### src/rtl/uart_alu_sequencer.sv
// Frame sequencer between a UART byte stream and a combinational ALU:
// collects operand A, operand B and opcode, captures the result and hands it to the transmitter.
module uart_alu_sequencer #(
  parameter int N_BITS_DATA    = 8,
  parameter int N_BITS_OP      = 6,
  parameter int TIMEOUT_CYCLES = 1000000
) (
  input  logic                   clock,
  input  logic                   reset,
  input  logic                   rx_empty_i,
  input  logic [N_BITS_DATA-1:0] rx_data_i,
  output logic                   rx_rd_o,
  output logic [N_BITS_DATA-1:0] alu_a_o,
  output logic [N_BITS_DATA-1:0] alu_b_o,
  output logic [N_BITS_OP-1:0]   alu_op_o,
  input  logic [N_BITS_DATA-1:0] alu_result_i,
  input  logic                   tx_busy_i,
  input  logic                   tx_done_i,
  output logic [N_BITS_DATA-1:0] tx_data_o,
  output logic                   tx_start_o,
  output logic                   err_o
);

  localparam int CNT_W = (TIMEOUT_CYCLES > 1) ? $clog2(TIMEOUT_CYCLES) : 1;
  localparam logic [CNT_W:0] CNT_LAST = (CNT_W + 1)'(TIMEOUT_CYCLES - 1);

  typedef enum logic [2:0] {
    GET_A   = 3'd0,
    GET_B   = 3'd1,
    GET_OP  = 3'd2,
    EXEC    = 3'd3,
    SEND    = 3'd4,
    WAIT_TX = 3'd5
  } state_t;

  state_t           state_r;
  state_t           state_s;
  logic [CNT_W-1:0] cnt_r;
  logic [CNT_W:0]   cnt_inc_s;
  logic             in_get_s;
  logic             cnt_en_s;
  logic             pop_s;
  logic             timeout_s;
  logic             rx_rd_s;
  logic             tx_start_s;
  logic             err_s;
  logic             load_a_s;
  logic             load_b_s;
  logic             load_op_s;
  logic             load_res_s;

  // Pop and timeout decode; a pop is blocked while the previous pop is still visible
  // so the buffer gets one cycle to update rx_empty_i, and a pop always beats a timeout.
  always_comb begin
    in_get_s = 1'b0;
    cnt_en_s = 1'b0;
    case (state_r)
      GET_A: begin
        in_get_s = 1'b1;
        cnt_en_s = 1'b0;
      end
      GET_B, GET_OP: begin
        in_get_s = 1'b1;
        cnt_en_s = 1'b1;
      end
      default: begin
        in_get_s = 1'b0;
        cnt_en_s = 1'b0;
      end
    endcase
    pop_s     = in_get_s && !rx_empty_i && !rx_rd_o;
    cnt_inc_s = {1'b0, cnt_r} + {{CNT_W{1'b0}}, 1'b1};
    timeout_s = cnt_en_s && !pop_s && (cnt_inc_s == CNT_LAST);
  end

  // State register
  always_ff @(posedge clock or posedge reset) begin
    if (reset) begin
      state_r <= GET_A;
    end else begin
      state_r <= state_s;
    end
  end

  // Next-state logic
  always_comb begin
    state_s = state_r;
    case (state_r)
      GET_A: begin
        if (pop_s) state_s = GET_B;
        else       state_s = GET_A;
      end
      GET_B: begin
        if (pop_s)          state_s = GET_OP;
        else if (timeout_s) state_s = GET_A;
        else                state_s = GET_B;
      end
      GET_OP: begin
        if (pop_s)          state_s = EXEC;
        else if (timeout_s) state_s = GET_A;
        else                state_s = GET_OP;
      end
      EXEC: state_s = SEND;
      SEND: begin
        if (!tx_busy_i) state_s = WAIT_TX;
        else            state_s = SEND;
      end
      WAIT_TX: begin
        if (tx_done_i) state_s = GET_A;
        else           state_s = WAIT_TX;
      end
      default: state_s = GET_A;
    endcase
  end

  // Output decode: next values of the pulse registers and capture enables
  always_comb begin
    rx_rd_s    = pop_s;
    err_s      = timeout_s;
    tx_start_s = 1'b0;
    load_a_s   = 1'b0;
    load_b_s   = 1'b0;
    load_op_s  = 1'b0;
    load_res_s = 1'b0;
    case (state_r)
      GET_A:   load_a_s   = pop_s;
      GET_B:   load_b_s   = pop_s;
      GET_OP:  load_op_s  = pop_s;
      EXEC:    load_res_s = 1'b1;
      SEND:    tx_start_s = !tx_busy_i;
      WAIT_TX: tx_start_s = 1'b0;
      default: tx_start_s = 1'b0;
    endcase
  end

  // Idle counter: only runs while waiting for B or the opcode, and saturates via the timeout
  always_ff @(posedge clock or posedge reset) begin
    if (reset) begin
      cnt_r <= {CNT_W{1'b0}};
    end else if (pop_s || !cnt_en_s || timeout_s) begin
      cnt_r <= {CNT_W{1'b0}};
    end else begin
      cnt_r <= cnt_inc_s[CNT_W-1:0];
    end
  end

  // Registered outputs: pulses are glitch-free and data holds until its next capture
  always_ff @(posedge clock or posedge reset) begin
    if (reset) begin
      rx_rd_o    <= 1'b0;
      tx_start_o <= 1'b0;
      err_o      <= 1'b0;
      alu_a_o    <= {N_BITS_DATA{1'b0}};
      alu_b_o    <= {N_BITS_DATA{1'b0}};
      alu_op_o   <= {N_BITS_OP{1'b0}};
      tx_data_o  <= {N_BITS_DATA{1'b0}};
    end else begin
      rx_rd_o    <= rx_rd_s;
      tx_start_o <= tx_start_s;
      err_o      <= err_s;
      if (load_a_s)   alu_a_o   <= rx_data_i;
      if (load_b_s)   alu_b_o   <= rx_data_i;
      if (load_op_s)  alu_op_o  <= rx_data_i[N_BITS_OP-1:0];
      if (load_res_s) tx_data_o <= alu_result_i;
    end
  end

endmodule

### config.mk
export PLATFORM = sky130hd
export DESIGN_NAME = uart_alu_sequencer
export DESIGN_NICKNAME = d
export VERILOG_FILES = /design/src/rtl/uart_alu_sequencer.sv
export SDC_FILE = /design/constraint.sdc
export NUM_CORES = 1
export LEC_CHECK = 0
export ABC_AREA = 1
export ABC_CLOCK_PERIOD_IN_PS = 2850
export BUFFER_PORTS_ARGS = -buffer_cell sky130_fd_sc_hd__buf_2
export CORE_MARGIN = 2
export CORE_UTILIZATION = 45
export CTS_BUF_LIST = sky130_fd_sc_hd__clkbuf_4
export DETAILED_ROUTE_END_ITERATION = 8
export GPL_TIMING_DRIVEN = 0
export PLACE_DENSITY = 0.67
export REMOVE_ABC_BUFFERS = 1
export SETUP_SLACK_MARGIN = 0.4
export SLEW_MARGIN = 10
export SYNTH_ARGS = -nofsm -noshare
export SYNTH_HDL_FRONTEND = slang
export SYNTH_SLANG_ARGS = --single-unit
### constraint.sdc
create_clock -name clock -period 2.85 [get_ports clock]
set_input_delay 0.4275 -clock clock [delete_from_list [all_inputs] [get_ports clock]]
set_output_delay 0.4275 -clock clock [all_outputs]
set_load 0.01 [all_outputs]
==> results of run 1 <==
==> flip-flops by register name, indices dropped and copies added (netlist names) <==
signal      count
err_o           1
state_r         3
tx_start_o      1
rx_rd_o         1
alu_b_o         8
alu_op_o        6
tx_data_o       8
alu_a_o         8
cnt_r          20
==> cells in the mapped netlist <==
| cell type | number | area share (%) |
|---|---|---|
| nand2_1 | 99 | 14 |
| dfrtp_1 | 56 | 52 |
| inv_1 | 52 | 7.3 |
| nor2_1 | 50 | 7.0 |
| o21ai_0 | 23 | 4.3 |
| nand3_1 | 18 | 3.4 |
| mux2_2 | 8 | 3.4 |
| nor2_2 | 6 | 1.4 |
| nand4_1 | 5 | 1.2 |
| clkbuf_1 | 3 | 0.42 |
| nand3b_1 | 3 | 0.84 |
| ha_1 | 2 | 0.93 |
| nand2_2 | 2 | 0.47 |
| nor2_4 | 2 | 0.84 |
| o21bai_1 | 2 | 0.56 |
| xor2_1 | 2 | 0.65 |
| buf_6 | 1 | 0.42 |
| nand2_4 | 1 | 0.42 |
| nor3_1 | 1 | 0.19 |
| o21bai_2 | 1 | 0.42 |
==> metal layers <==
metal | GRT usage [%] | vias to the layer above | part of all wire [%]
met3 | 4.111 | 5 | 5.5
met4 | 4.576 | 0 | 0.86
met1 | 21.51 | 990 | 47
met2 | 29.01 | 44 | 47
li1 | - | 1147 | -
met5 | 0 | - | 0
==> power breakdown <==
group | switching, µW | internal [µW] | total, µW
clock | 242 | 194 | 436
sequential | 118 | 1030 | 1140
combinational | 456 | 316 | 772
total | 816 | 1530 | 2350
==> logic make-up after synthesis <==
| logic type | share of synthesized area, % |
|---|---|
| AO/OA/AOI/OAI | 5.265 |
| XOR/XNOR | 0.6525 |
| adder cells (fa/ha/maj) | 0.9318 |
| buffers and inverters | 8.108 |
| flip-flops | 52.19 |
| multiplexers | 3.355 |
| AND/OR/NAND/NOR | 29.50 |
==> worst paths after layout <==
path	startpoint	end	slack, ps	cells after the start
setup / recovery	cnt_r[0]	cnt_r[6]	720	14
hold / removal	reset	tx_data_o[5]	20	2
setup reg to reg	cnt_r[0]	cnt_r[6]	720	14
hold reg to reg	alu_a_o[5]	alu_a_o[5]	500	2
max in group asynchronous	reset	alu_a_o[3]	2300	3
min in group clock	tx_busy_i	tx_start_o	210	2
==> critical path: cells and delay by family (launching register included) <==
kind	cells	cell delay (ps)
simple gates	13	1340
flops	1	450
fa+ha+maj	1	230
==> cell type report <==
| class | instances | area share, % |
|---|---|---|
| Timing Repair Buffer | 54 | 9.138 |
| Sequential cell | 56 | 44.89 |
| Clock inverter | 2 | 1.122 |
| Tap cell | 75 | 3.006 |
| Inverter | 52 | 6.253 |
| Clock buffer | 6 | 1.443 |
| Multi-Input combinational cell | 225 | 34.15 |
==> through the flow <==
| step | setup slack [ps] | cells | total power, µW | utilization, % |
|---|---|---|---|---|
| 2_1_floorplan | 1051 | 333 | 1624 | - |
| 3_3_place_gp | 337.4 | 461 | 1924 | 51.65 |
| 3_5_place_dp | 711.6 | 462 | 1949 | 51.99 |
| 4_1_cts | 702.1 | 470 | 2391 | 53.36 |
| 5_1_grt | 416.7 | 470 | 2535 | 53.36 |
| 6_report | 721.6 | 470 | 2351 | 53.36 |
==> impl_results.md, run 1 <==
* Post-route design area at 3122 µm²
* Largest net degree at the start of global routing at 39
* Max VDD drop at about 530 µV
* Ports at 54
* Crit end category: register
* YS warnings at 0
* Worst slew pin tran at 513.2 ps
* Antenna-violating nets left at 0
* Area of the multi-input gates at 1066 µm²
* Final TNS setup at 0 ps
* Most frequent cells in the layout: nand2_1 (99), dfrtp_1 (56), buf_2 (53), inv_1 (51), nor2_1 (50)
* Worst EP required at 3120 ps
* Global-route wire length before repair at 8845 µm
* Initial antenna violation count at 0
* Worst-path clk slew at about 160 ps
* Layout area overhead at 16.26%
* CTS tree: built
* Crit Path Class: reg -> reg
* Synth Register Bits at between 50 and 60
* RSZ-0062 raised after global routing: no
* Crit start category: register
* Wire per inst at 10.91 µm
* Worst skew pair latency at around 370 ps
* Global-route usage over all layers at 16.96%
* Die extent in x at 81.25 µm
* Register area share after synthesis at between 50% and 60%
* Layout cells sized above 1 at 21.01%
* Worst Hold Class: in -> async
* Die ar. at 6601 µm²
* Slowest Stage Delay on Critical Path at 450 ps
* Final period utilization at 74.68%
* Hold Vio Cnt, Final at 0
* Vias in the first global route at 2,085
* Net count reported at finish at 417
* Crit-path cells: ha_1 > nand2_2 > nor2_4 > nand2_1 > nand2_1 > nand2_1 > nor2_1 > nand2_1 > nor2_1 > nand2_1 > nor2_2 > nand2_2 > nand2_4 > nor2_1
* Drt total wl at 5128 µm
* Max-Cap Viols at 0
* Maximum clock frequency at 469.8 MHz
* Mean Syn Cell Area at approximately 8.0 µm²
* Worst relative slew slack at 65.71%
* Placed cell areas at 3042 µm²
* Post-CTS Setup Bufs at 0
* Detailed Place HPWL at 3875 µm
* Outcome: finished, final reports clean
* Arr. time, crit path at 2400 ps
* Row count at 28
* Clk sinks at 56
* CTS resizes at 0
* Grt ovf at 0
* Max H-tree Level at 2
* Port Buffers at 53
* Hold Worst Slack at 16.15 ps
* Post-synthesis cell count at 337
* Final setup skew at 5.991 ps
* Root buffer selected by CTS: clkbuf_4
* Most used cell along the critical path: nand2_1
* Worst-path maximum fanout at 19
* Initial core utilization at 45.89%
* Register area at 1401 µm²
* Final Max Slew Viols at 0
* Yosys cell types at 20
* Die height at 81.25 µm
* DRC at 0
* Final Critical Period at roughly 2100 ps
* Slowest library cell on the worst path: dfrtp_1
* CTS Hold Bufs at 0
* Leak Pwr at 0.001591 µW
* TritonRoute pass-1 iters at 4
* Setup violations, final at 0
* Via density at 4.651
* Clock Path Buffers at 2
* Placer congestion estimate at 0.8152
* Fillers at roughly 580
* Pwr dens at 753.1 nW/µm²
* Number of buffers created by CTS at 5
* Antenna diode count at 0
* Detailed Route Iter0 Violations at 71
* Commonest non-fill, non-tap cell in the layout: nand2_1
* Vias at around 2,200
* Core area at 5851 µm²
* Post-Syn Area at 2685 µm²
No activity file was read; power rests on OpenSTA's default activity.
==> run 2, diff against run 1 <==
--- a/config.mk
+++ b/config.mk
@@ -5,15 +5,15 @@
 export SDC_FILE = /design/constraint.sdc
 export NUM_CORES = 1
 export LEC_CHECK = 0
-export ABC_AREA = 1
-export ABC_CLOCK_PERIOD_IN_PS = 2850
+export ABC_AREA = 0
+export ABC_CLOCK_PERIOD_IN_PS = 2230
 export BUFFER_PORTS_ARGS = -buffer_cell sky130_fd_sc_hd__buf_2
 export CORE_MARGIN = 2
 export CORE_UTILIZATION = 45
 export CTS_BUF_LIST = sky130_fd_sc_hd__clkbuf_4
 export DETAILED_ROUTE_END_ITERATION = 8
 export GPL_TIMING_DRIVEN = 0
-export PLACE_DENSITY = 0.67
+export PLACE_DENSITY = 0.68
 export REMOVE_ABC_BUFFERS = 1
 export SETUP_SLACK_MARGIN = 0.4
 export SLEW_MARGIN = 10
==> constraint.sdc (replaced) <==
create_clock -name clock -period 2.23 [get_ports clock]
set_input_delay 0.3345 -clock clock [delete_from_list [all_inputs] [get_ports clock]]
set_output_delay 0.3345 -clock clock [all_outputs]
set_load 0.01 [all_outputs]
==> run 2 against run 1 <==
Net effect: the flow now finishes with violations (setup timing); sequential cell count is the same; via count shrank 9.3%; non-clock buffer count grew 16; critical endpoint is now cnt_r[19]; largest power group unchanged.
==> impl_results.md, run 2 <==
* Clk pwr share at 16.0% (-2.6 points)
* Via density at 5.302 (+14%)
* Compound-Gate Fraction of Synth Area at 5.069% (-0.20 points)
* Layout cells sized above 1 at 44.04% (+23 points)
* Row count at 27 (-3.6%)
* Mean Syn Cell Area at 11.28 µm² (+42%)
* Hold Worst Slack at 118.5 ps (+102.4 ps)
* Final period utilization at 109.9% (+35 points)
* CTS tree: built
* Worst skew pair latency at 370 ps (about the same)
* Commonest non-fill, non-tap cell in the layout: dfrtp_1
* Top reg by flops: cnt_r
* Max H-tree Level at 2 (unchanged)
* Core area at 5574 µm² (-4.7%)
* Switching fraction of total power at 33.94% (-0.79 points)
* Yosys top cell by area: dfrtp_1
* Ports at 54 (unchanged)
* Synth Register Bits at 56 (unchanged)
* Pre-CTS setup slack at -986.5 ps (-1698 ps)
* Worst slew pin tran at 572.0 ps (+58.80 ps)
* Worst Hold Class: in -> reg
* Largest net degree at the start of global routing at 32 (-18%)
* Max-Cap Viols at 0 (unchanged)
* Cells after DPL at 349 (-24%)
* Initial core utilization at 46.94% (+1.0 points)
* Int Power at 2324 µW (+51%)
* Post-synthesis mux area share at 13.30% (+9.9 points)
* Sequential power share at 44.6% (-4.0 points)
* Crit end category: register
* Synth Area in XOR/XNOR at 6.695% (+6.0 points)
* Worst-path maximum fanout at 4 (-15)
* Die height at 80.25 µm (-1.2%)
* Die extent in x at 80.25 µm (-1.2%)
* Post-synth ARST share at 100.0% (unchanged)
* Die ar. at 6440 µm² (-2.4%)
* Hold Vio Cnt, Final at 0 (unchanged)
* Post-Syn Area at 2616 µm² (-2.6%)
* Failing checks: setup timing
* Number of buffers created by CTS at 5 (unchanged)
* Max reg flops at 20 (unchanged)
* Final Max Slew Viols at 0 (unchanged)
* RSZ-0062 raised after global routing: yes
* R2R depth at 10 (-4)
* Setup violations, final at 15 (+15)
* Crit Path Class: reg -> reg
* Yosys cell types at 41 (+110%)
* Synth area leaders: dfrtp_1 (54%), mux2_2 (13%), nor2_1 (4.3%)
* Detailed Place HPWL at 3736 µm (-3.6%)
* Net count reported at finish at 324 (-22%)
* Worst EP required at 2480 ps (-640 ps)
* Logic pwr share at 39.4% (+6.6 points)
* Adder-cell area share of the yosys netlist at 0.9565% (+0.025 points)
* Clock Path Buffers at 2 (unchanged)
* Yosys top cell area share at 53.56% (+1.4 points)
* Fillers at 466 (-20%)
* Largest family of logic cells by synthesized area: simple AND/OR/NAND/NOR gates
* Most frequent cells in the layout: dfrtp_1 (55), buf_2 (53), mux2_2 (30), nor2_1 (29)
* WHS Path Cells at 2
* EDFF count, synth at 0 (unchanged)
* Net Sw Power at 1194 µW (+46%)
* Outcome: finished with violations
* Grt ovf at 0 (unchanged)
* Worst-path clk slew at 150 ps (about the same)
* Layout area overhead at 27.12%
* TritonRoute pass-1 iters at 4 (unchanged)
* Finished Layout Cells at 374 (-20%)
* Placer congestion estimate at 0.7763 (-4.8%)
* Pwr dens at 1058 nW/µm² (+40%)
* Port Buffers at 53 (unchanged)
* Crit start category: register
* Final Critical Period at 2451 ps (+323.0 ps)
* Vias in the first global route at 1,841 (-12%)
* Final worst setup slack at -221.4 ps (-943.0 ps)
* Clk sinks at 56 (unchanged)
* Most frequent cell after synthesis: dfrtp_1
* YS warnings at 0 (unchanged)
* Antenna-violating nets left at 0 (unchanged)
* Post-synth top flop: dfrtp_1
* Post-synthesis cell count at 232 (-31%)
* Worst relative slew slack at 61.81% (-3.9 points)
* Drt total wl at 5537 µm (+8.0%)
* Initial antenna violation count at 0 (unchanged)
* Maximum clock frequency at 407.9 MHz (-13%)
* Detailed Route Iter0 Violations at 104 (+46%)
* Fin util at 59.66% (+6.3 points)
* Root buffer selected by CTS: clkbuf_4
* Wire per inst at 14.80 µm (+36%)
* Vias at 1,983 (-9.3%)
* Leak Pwr at 0.001511 µW (-5.0%)
* Global-route wire length before repair at 8935 µm (+1.0%)
* Global-route usage over all layers at 17.89% (+0.93 points)
* Total power at 3519 µW (+50%)
* Simple-gate portion of the synthesized area at 17.93% (-12 points)
* Final setup skew at 13.40 ps (+7.409 ps)
* Antenna diode count at 0 (unchanged)
* Arr. time, crit path at 2700 ps (+300 ps)
* Register area share after synthesis at 53.56% (+1.4 points)
* Most frequent cells after synthesis: dfrtp_1 (56), mux2_2 (30), nor2_1 (30)
* DRC at 0 (unchanged)
* Max VDD drop at 632.1 µV (+20%)
-- run 2: cell types whose count changed after synthesis, moves of 4 or more --
cell / change
nand2_1: -86
inv_1: -46
mux2_2: +22
o21ai_0: -21
nor2_1: -20
nand3_1: -10
xnor2_1: +9
xor2_1: +9
a21oi_1: +7
nor2_2: -6
nor3_1: +6
buf_2: +4
-- run 2: power groups by stage --
stage | logic (µW) | registers (µW) | clock network [µW]
CTS | 1370 | 1560 | 588
global route | 1510 | 1620 | 622
floorplan | 597 | 1700 | 0
global placement | 1170 | 1560 | 0
finish | 1390 | 1570 | 563
detailed placement | 1200 | 1570 | 0
-- run 2: path summary, 6_finish.rpt --
kind	to	slack, ps	start
worst max-delay path	cnt_r[19]	-220	cnt_r[0]
worst min-delay path	tx_start_o	120	tx_busy_i
worst max register to register	cnt_r[19]	-220	cnt_r[0]
worst min register to register	tx_data_o[5]	520	tx_data_o[5]
max in group asynchronous	state_r[2]	1110	reset
min in group asynchronous	alu_a_o[4]	550	reset
-- run 2: final cells by class --
type	count	area, µm²	area share [%]
sequential	56	1403	42.17
inverter	6	22.52	0.6772
clock inverter	2	38.79	1.166
multi-input combinational	162	1299	39.05
tap	72	90.09	2.709
clock buffer	6	45.04	1.354
timing repair buffer	70	427.9	12.87
-- run 2: logic make-up (layout without fill, tap and decap cells) --
group | count (synthesis) | in the layout
and+or+nand+nor | 89 | 90
DFF | 56 | 56
muxes | 31 | 31
xor gates and xnor gates | 20 | 20
AOI/OAI and AO/OA | 19 | 19
buffers and inverters | 15 | 84
adders and majority gates | 2 | 2
-- run 2: metrics by stage --
step / TNS, ps / instance area, µm²
after global routing: -4319 / 3326
after global placement: -21900 / 2929
after CTS: -3391 / 3226
after floorplan: -4562 / 2574
final: -2461 / 3326
after detailed placement: -12460 / 2949
-- run 2: metal layers --
metal,vias up,track usage [%],part of all wire [%]
li1,954,-,-
met1,964,25.57,45
met2,58,28.00,50
met3,7,3.596,4.7
met4,0,4.576,0.99
met5,-,0,0
-- run 2: critical path, stage by stage, from the launching register on --
cell       delay [ps]
dfrtp_1           430
inv_1              70
ha_2              150
or4b_4            470
a2111oi_4         190
o31ai_1           110
or3_4             370
buf_6             140
nor3_4            220
buf_4             150
nor3_2             30
-- run 2: repair_timing --
| action | in CTS | in global routing |
|---|---|---|
| gates resized for setup | 17 | 13 |
| pin swaps | 6 | 5 |
| setup buffers | 10 | 5 |
| endpoints found under the hold margin | 18 | 0 |
| setup endpoints to repair | 31 | 39 |
| hold buffers | 1 | 0 |
| cloned | 1 | 0 |
==> run 3, diff against run 2 <==
--- a/config.mk
+++ b/config.mk
@@ -8,6 +8,7 @@
 export ABC_AREA = 0
 export ABC_CLOCK_PERIOD_IN_PS = 2230
 export BUFFER_PORTS_ARGS = -buffer_cell sky130_fd_sc_hd__buf_2
+export CORE_ASPECT_RATIO = 0.6
 export CORE_MARGIN = 2
 export CORE_UTILIZATION = 45
 export CTS_BUF_LIST = sky130_fd_sc_hd__clkbuf_4
==> run 3 against run 2 <==
Net effect: the run still ends with setup timing left; first-iteration DRC count is 26% higher; worst setup slack got worse by 69 ps; die area grew 0.30%; count of clock-buffer cells in the layout down 1; via count shrank 0.76%; clock power is 16% higher; final cell count up 1.1%; largest power group unchanged; critical path type unchanged; critical path depth fell by 2; sequential power about the same; sequential cell count stayed put; critical endpoint is now cnt_r[14].
==> impl_results.md, run 3 (synthesized netlist as in run 2, its figures left out) <==
* Worst skew pair latency at 370 ps (about the same)
* Final Max Slew Viols at 0 (unchanged)
* Fillers at 464 (-0.43%)
* Final setup skew at 4.358 ps (-9.041 ps)
* Net count reported at finish at 321 (-0.93%)
* Worst EP required at 2500 ps (+20 ps)
* Setup violations, final at 15 (unchanged)
* Fin util at 59.24% (-0.42 points)
* Layout area overhead at 26.73%
* Maximum clock frequency at 396.8 MHz (-2.7%)
* Detailed Place HPWL at 3865 µm (+3.4%)
* CP Capture Point: cnt_r[14]
* Crit-path cells: buf_4 > nand4_1 > or4b_1 > nand3_1 > o211ai_1 > o41ai_4 > buf_4 > nor2_1
* Final period utilization at 113.0% (+3.1 points)
* Pwr dens at 1094 nW/µm² (+3.4%)
* Initial antenna violation count at 0 (unchanged)
* Worst Hold Class: in -> reg
* Crit Path Class: reg -> reg
* Initial core utilization at 46.75% (-0.19 points)
* CP Launch Point: cnt_r[1]
* Final TNS setup at -3613 ps (-1152 ps)
* RSZ-0062 raised after global routing: yes
* Max H-tree Level at 2 (unchanged)
* R2R depth at 8 (-2)
* Most used cell along the critical path: buf_4
* CTS tree: built
* Number of buffers created by CTS at 5 (unchanged)
* Min-delay src: tx_busy_i
* Slowest library cell on the worst path: or4b_1
* Port Buffers at 53 (unchanged)
* Ports at 54 (unchanged)
* Most frequent cells in the layout: dfrtp_1 (53), buf_2 (53), mux2_2 (30), nor2_1 (29), nand2_1 (12)
* Worst relative slew slack at 61.65% (-0.17 points)
* Worst path bufs/invs at 2 (-1)
* Pre-CTS setup slack at -985.6 ps (+0.9310 ps)
* Core area at 5597 µm² (+0.40%)
* Delay-heaviest family, CP: simple AND/OR/NAND/NOR gates
* Final Critical Period at 2520 ps (+68.51 ps)
* Global-route wire length before repair at 9487 µm (+6.2%)
* Leak Pwr at 0.001511 µW (about the same)
* Top reg by flops: cnt_r
* Final worst setup slack at -289.9 ps (-68.51 ps)
* Row count at 21 (-22%)
* Max VDD drop at 527.5 µV (-17%)
* Crit start category: register
* Worst-path maximum fanout at 5 (+1)
* Antenna-violating nets left at 0 (unchanged)
* Placer congestion estimate at 0.8640 (+11%)
* Drt total wl at 5717 µm (+3.3%)
* Outcome: finished with violations
* Clock Path Buffers at 2 (unchanged)
* Worst-path clk slew at 150 ps (about the same)
* Clk sinks at 56 (unchanged)
* Failing checks: setup timing
* Die ar. at 6460 µm² (+0.30%)
* Die height at 63.06 µm (-21%)
* Hold Vio Cnt, Final at 0 (unchanged)
* Detailed Route Iter0 Violations at 131 (+26%)
* Slowest Stage Delay on Critical Path at 540 ps (+70 ps)
* Via density at 5.206 (-1.8%)
* Crit end category: register
* Layout cells sized above 1 at 42.28% (-1.8 points)
* Grt ovf at 0 (unchanged)
* Global-route usage over all layers at 18.83% (+0.94 points)
* Wire per inst at 15.12 µm (+2.2%)
* Largest net degree at the start of global routing at 36 (+13%)
* Arr. time, crit path at 2790 ps (+90 ps)
* Crit path depth at 8 (-2)
* Critical R2R Launch: cnt_r[1]
* TritonRoute pass-1 iters at 4 (unchanged)
* Antenna diode count at 0 (unchanged)
* Max reg flops at 20 (unchanged)
* Total power at 3628 µW (+3.1%)
* Vias in the first global route at 1,865 (+1.3%)
* R2R setup slack at -290 ps (-70 ps)
* Root buffer selected by CTS: clkbuf_4
* Worst slew pin tran at 573.3 ps (+1.374 ps)
* Die extent in x at 102.4 µm (+28%)
* Max-Cap Viols at 0 (unchanged)
* R2R Path End: cnt_r[14]
* Vias at 1,968 (-0.76%)
* DRC at 0 (unchanged)
-- run 3: changes by cell type in the layout (fill, tap and decap cells not counted), sizes merged --
cell    change
inv         -1
clkbuf      -1
buf         -3
bufinv      +1
-- run 3: per-stage QoR --
stage               instances  hold WS (ps)  area (µm²)
CTS                       376         112.1        3274
floorplan                 223         405.9        2574
global placement          356         480.3        2939
finish                    378         125.2        3316
global route              378         90.71        3316
detailed placement        357         398.3        2959
-- run 3: where the power goes --
| part | total [µW] | internal (µW) | leakage (µW) | switching, µW |
|---|---|---|---|---|
| clock | 651 | 344 | 0.0000513 | 307 |
| sequential | 1580 | 1340 | 0.000709 | 238 |
| combinational | 1400 | 742 | 0.000751 | 658 |
-- run 3: worst register-to-register path: stages, from the launching register on --
cell	delay, ps
dfrtp_1	450
buf_4	150
nand4_1	240
or4b_1	540
nand3_1	110
o211ai_1	200
o41ai_4	490
buf_4	210
nor2_1	50
-- run 3: how the worst min path moves through the flow --
| stage | endpoint | slack, ps | cells after the start |
|---|---|---|---|
| floorplan | tx_start_o | 410 | 1 |
| global route | tx_start_o | 90 | 2 |
| detailed placement | alu_a_o[5] | 400 | 2 |
| CTS | tx_start_o | 110 | 2 |
| global placement | tx_data_o[2] | 480 | 1 |
| finish | tx_start_o | 130 | 2 |
-- run 3: what timing repair did --
item                                    CTS  global route
buffers inserted                          9             2
pin swaps                                 5             3
endpoints found under the hold margin    21             0
gates cloned                              2             0
gates resized for setup                  22             7
endpoints found under the setup margin   31            23
hold buffers                              1             0
-- run 3: final cells by class --
class | count | area, µm² | share of cell area (%)
sequential | 56 | 1405 | 42.38
multi-input combinational | 162 | 1289 | 38.87
timing repair buffer | 67 | 401.6 | 12.11
tap | 80 | 100.1 | 3.019
clock inverter | 2 | 60.06 | 1.811
clock buffer | 5 | 37.54 | 1.132
inverter | 6 | 22.52 | 0.6792
-- run 3: layer usage --
metal | GRT usage, % | vias to the layer above | share of wire, %
li1 | - | 947 | -
met1 | 29.46 | 970 | 50
met2 | 26.72 | 46 | 45
met3 | 3.774 | 5 | 4.7
met4 | 4.500 | 0 | 0.79
met5 | 0 | - | 0
